## config.mk

```make
export PLATFORM = sky130hd
export DESIGN_NAME = imem_port_arbiter
export DESIGN_NICKNAME = d
export VERILOG_FILES = /design/src/rtl/imem_port_arbiter.sv
export SDC_FILE = /design/constraint.sdc
export NUM_CORES = 1
export LEC_CHECK = 0
export ABC_CLOCK_PERIOD_IN_PS = 1300
export BUFFER_PORTS_ARGS = -buffer_cell sky130_fd_sc_hd__buf_2
export CAP_MARGIN = 30
export CORE_MARGIN = 10
export CORE_UTILIZATION = 40
export DETAILED_ROUTE_END_ITERATION = 8
export PLACE_DENSITY_LB_ADDON = 0.08
export SLEW_MARGIN = 30
export SYNTH_ARGS = -nofsm -noshare
export SYNTH_HDL_FRONTEND = slang
export SYNTH_SLANG_ARGS = --single-unit
```

## constraint.sdc

```tcl
create_clock -name clk -period 1.3 [get_ports clk]
set_input_delay 0.065 -clock clk [delete_from_list [all_inputs] [get_ports clk]]
set_output_delay 0.065 -clock clk [all_outputs]
set_load 0.02 [all_outputs]
```

## src/rtl/imem_port_arbiter.sv

```systemverilog
// Arbitrates the single combinational instruction-ROM read port between fetch and debug.
// Optional grant/conflict statistics are enabled by defining IMEM_ARB_STATS_EN.
module imem_port_arbiter #(
  parameter int unsigned DEPTH      = 10,
  parameter int unsigned STARVE_MAX = 4,
  parameter logic [31:0] OOR_DATA   = 32'h0000_0000
) (
  input  logic        clk,
  input  logic        rst_n,
  input  logic        f_req,
  input  logic [31:0] f_addr,
  output logic        f_gnt,
  output logic        f_rvalid,
  output logic [31:0] f_rdata,
  input  logic        d_req,
  input  logic [31:0] d_addr,
  output logic        d_gnt,
  output logic        d_rvalid,
  output logic [31:0] d_rdata,
  output logic        rerr,
  output logic [31:0] mem_addr,
  input  logic [31:0] mem_data
`ifdef IMEM_ARB_STATS_EN
  ,
  output logic [15:0] f_gnt_cnt,
  output logic [15:0] d_gnt_cnt,
  output logic [15:0] conflict_cnt
`endif
);

  typedef enum logic {StNormal, StForceD} arbState_e;

  localparam logic [3:0]  StarveMax = 4'(STARVE_MAX);
  localparam logic [31:0] Depth     = 32'(DEPTH);

  arbState_e   state;
  logic [3:0]  starveCnt;
  logic [3:0]  starveNext;
  logic        dWins;
  logic        anyGnt;
  logic        grantErr;
  logic [31:0] grantData;

  // Grant decision is purely a function of requests and the registered arbitration state.
  always_comb begin
    dWins = 1'b0;
    unique case (state)
      StForceD: dWins = d_req;
      default:  dWins = d_req & ~f_req;
    endcase
  end

  assign d_gnt     = dWins;
  assign f_gnt     = (state == StNormal) & f_req;
  assign anyGnt    = f_gnt | d_gnt;
  assign mem_addr  = dWins ? d_addr : f_addr;
  assign grantErr  = (mem_addr >= Depth);
  assign grantData = grantErr ? OOR_DATA : mem_data;

  always_comb begin
    starveNext = 4'd0;
    if (d_req && !d_gnt) begin
      starveNext = (starveCnt >= StarveMax) ? StarveMax : starveCnt + 4'd1;
    end
  end

  // Forcing is decided on the edge where the counter reaches its limit, so debug wins next cycle.
  always_ff @(posedge clk or negedge rst_n) begin
    if (!rst_n) begin
      state     <= StNormal;
      starveCnt <= 4'd0;
    end else begin
      starveCnt <= starveNext;
      unique case (state)
        StNormal: begin
          if (starveNext == StarveMax) state <= StForceD;
        end
        StForceD: begin
          if (d_gnt || !d_req) state <= StNormal;
        end
        default: state <= StNormal;
      endcase
    end
  end

  always_ff @(posedge clk or negedge rst_n) begin
    if (!rst_n) begin
      f_rvalid <= 1'b0;
      d_rvalid <= 1'b0;
      f_rdata  <= 32'h0;
      d_rdata  <= 32'h0;
      rerr     <= 1'b0;
    end else begin
      f_rvalid <= f_gnt;
      d_rvalid <= d_gnt;
      rerr     <= anyGnt & grantErr;
      if (f_gnt) f_rdata <= grantData;
      if (d_gnt) d_rdata <= grantData;
    end
  end

`ifdef IMEM_ARB_STATS_EN
  always_ff @(posedge clk or negedge rst_n) begin
    if (!rst_n) begin
      f_gnt_cnt    <= 16'h0;
      d_gnt_cnt    <= 16'h0;
      conflict_cnt <= 16'h0;
    end else begin
      if (f_gnt) f_gnt_cnt <= f_gnt_cnt + 16'd1;
      if (d_gnt) d_gnt_cnt <= d_gnt_cnt + 16'd1;
      if (f_req && d_req && (conflict_cnt != 16'hFFFF)) begin
        conflict_cnt <= conflict_cnt + 16'd1;
      end
    end
  end
`endif

endmodule

```

==> flow_summary.yaml <==
logic_synthesis:
  yosys_warnings: 0
  synth.cell_area_sq_um: 3630
  synth_top_area_share_pct: 49.6
  netlist_top_cells_area: "dfrtp_1 50%, nand2_1 23%, o21ai_2 14%"
  ys_ff_latch: 72
  synth_seq_area_share_pct: 49.6
  syn_nets: 525
  synth.distinct_cells: 23
  synthCells: 424
  yosysTopAreaCell: "dfrtp_1"
  syn_avg_cell_area_sq_um: 8.56
route:
  post_drt_wl_per_cell_microns: 17.3
  highest_layer: "met4"
  vias_per_cell: 4.91
  ant_nets: 0
  wl_met1_microns: 5260
  drt_wl_total_microns: 13700
  drt-initial-drc-count: 156
  drc: 0
  wl_met2_microns: 6950
  dr.pass1.iters: 4
  wl_met3_microns: 1320
  vias: 3905
clock_tree:
  clock_latency_ps: 340
  cts_tree: "yes"
  cts_root_buf: "clkbuf_8"
  h-tree-depth: 3
  clock_path_buffers: 2
  cts_buffers: 9
  cts.clk_slew.worst_paths_ps: 80
  clock-sinks: 72
sta:
  fmax_mhz: 634
  fin_ws_ps: -277
  rsz0062_at_grt: "true"
  finalCriticalPeriod_ps: 1580
  whs_ps: 12.3
  min_period_over_period_pct: 121
  setup_viol: 39
  finalHoldViolations: 0
  fin_skew_ps: 8.57
  slew_violations: 0
  fin_tns_setup_ps: -8500
min_path:
  hold_path.class: "input pin to register"
  min_path_cells: 3
  whs_endpoint: "starveCnt[0]$_DFF_PN0_"
  hp-start: "d_req"
die:
  fp.coreArea_sq_um: 8760
  die-area_sq_um: 13300
  ioPinCount: 201
  die_h_microns: 115
  initial_utilization_pct: 41.4
  die_w_microns: 115
  num_rows: 34
cells_and_area:
  stdcell_area_sq_um: 6190
  layout.nets: 784
  nFillCells: 698
  syn_to_final_growth_pct: 70.5
  drive_above_1_share_pct: 56.7
  antennaDiodeCount: 0
  register_area_sq_um: 1800
  multi_input_area_sq_um: 1850
worst_setup_path:
  rr_startpoint: "state$_DFF_PN0_"
  reg2regPathDepth: 8
  rr_endpoint: "f_rdata[10]$_DFFE_PN0P_"
  cp.arrival_ps: 1510
  critPathKind: "register to primary output"
  reg2reg_slack_ps: -30
  timing.critical_path.from_type: "register"
  worstSetupEndpointType: "primary output"
  cp_max_fo: 9
  required_ps: 1240
placed_design:
  place_area_sq_um: 4970
  place_congestion: 0.815
  post-place-ws_ps: -147
  dp_hpwl_microns: 9750
  portBuffers: 200
power_and_ir_drop:
  p_per_area_nw_per_um2: 888
  ir_drop_mv: 0.515
  p_leak_nw: 3.24
  fin_total_pwr_mw: 5.49
global_routing:
  grt_max_degree: 73
  gr-total-overflow: 0
  gr-usage-all-layers_pct: 19.8
  grt_pass1_wl_microns: 21200
  grt_pass1_vias: 4128
  antenna_found_initial: 0
job:
  drv_cap: 0
run_status:
  violations: "setup timing"
  status: "finished with violations"
worst max path at each step:
stage | startpoint | cells after the start | end | slack [ps]
global placement | d_addr[30] | 5 | rerr$_DFF_PN0_ | -140
finish | state$_DFF_PN0_ | 7 | mem_addr[29] | -280
floorplan | state$_DFF_PN0_ | 7 | mem_addr[11] | -20
global route | state$_DFF_PN0_ | 7 | mem_addr[23] | -340
detailed placement | d_addr[7] | 6 | d_rdata[14]$_DFFE_PN0N_ | -150
CTS | state$_DFF_PN0_ | 7 | mem_addr[11] | -270
power by group:
part	switching (mW)	total (mW)	internal [mW]
clock	0.844	1.94	1.09
combinational	0.678	1.30	0.625
sequential	0.00559	2.26	2.25
kinds of logic after synthesis:
kind of cell	Yosys count	share of synthesized area, %
adder cells (fa/ha/maj)	1	0.345
buffers and inverters	30	4.83
flip-flops	72	49.6
AND/OR/NAND/NOR	251	29.0
AO/OA/AOI/OAI	69	16.1
other	1	0.103
per-stage QoR:
step | utilization (%) | std cells
final | 70.6 | 796
after global routing | 70.6 | 796
after CTS | 67.4 | 788
after detailed placement | 56.7 | 730
after global placement | 56.7 | 730
after floorplan | - | 424
cell usage in the layout (no fill, tap or decap), drive strengths merged, types with 2 or more instances in the layout:
cell type and instances:
nor2 3, inv 3, or2 2, nand4 4, clkinv 3, nor4 14, o21ai 66, dfrtp 72
clkbuf 14, buf 237, nand2 225, dlygate4sd3 33, bufinv 2
cell usage after synthesis, drive strengths merged:
cell	number
nand2	225
dfrtp	72
o21ai	66
buf	20
nor4	14
clkbuf	7
nand4	4
nor2	3
inv	2
or2	2
a21boi	1
a22o	1
clkinv	1
conb	1
ha	1
nand2b	1
nand3	1
nor2b	1
o311a	1
area by class of cell:
type | count | share of cell area [%]
timing repair buffer | 275 | 34.9
multi-input combinational | 322 | 29.9
sequential | 72 | 29.1
tap | 108 | 2.18
clock buffer | 10 | 2.06
clock inverter | 6 | 1.48
inverter | 3 | 0.283
metal layers:
metal / GRT usage (%) / vias to the layer above
li1: - / 1899
met1: 22.2 / 1862
met2: 33.8 / 126
met3: 7.97 / 18
met4: 6.11 / 0
met5: 0 / -
critical path: stages (launching register included):
cell      delay, ps
dfrtp_1         360
nand2b_4        160
nand2_4         100
buf_12          150
buf_16          130
nand2_1          70
nand2_2          80
buf_6           110
what timing repair did:
action,in CTS,in global routing
setup endpoints to repair,35,58
pin swaps,1,22
gates resized for setup,76,45
hold buffers,33,0
hold endpoints to repair,136,0
buffers inserted,5,4
cloned,4,4
flip-flops by register name, indices dropped and copies added, names as in the netlist:
signal / cells
d_rvalid: 1
rerr: 1
state: 1
f_rvalid: 1
d_rdata: 32
f_rdata: 32
starveCnt: 4
Power figures use the tool's default switching activity.
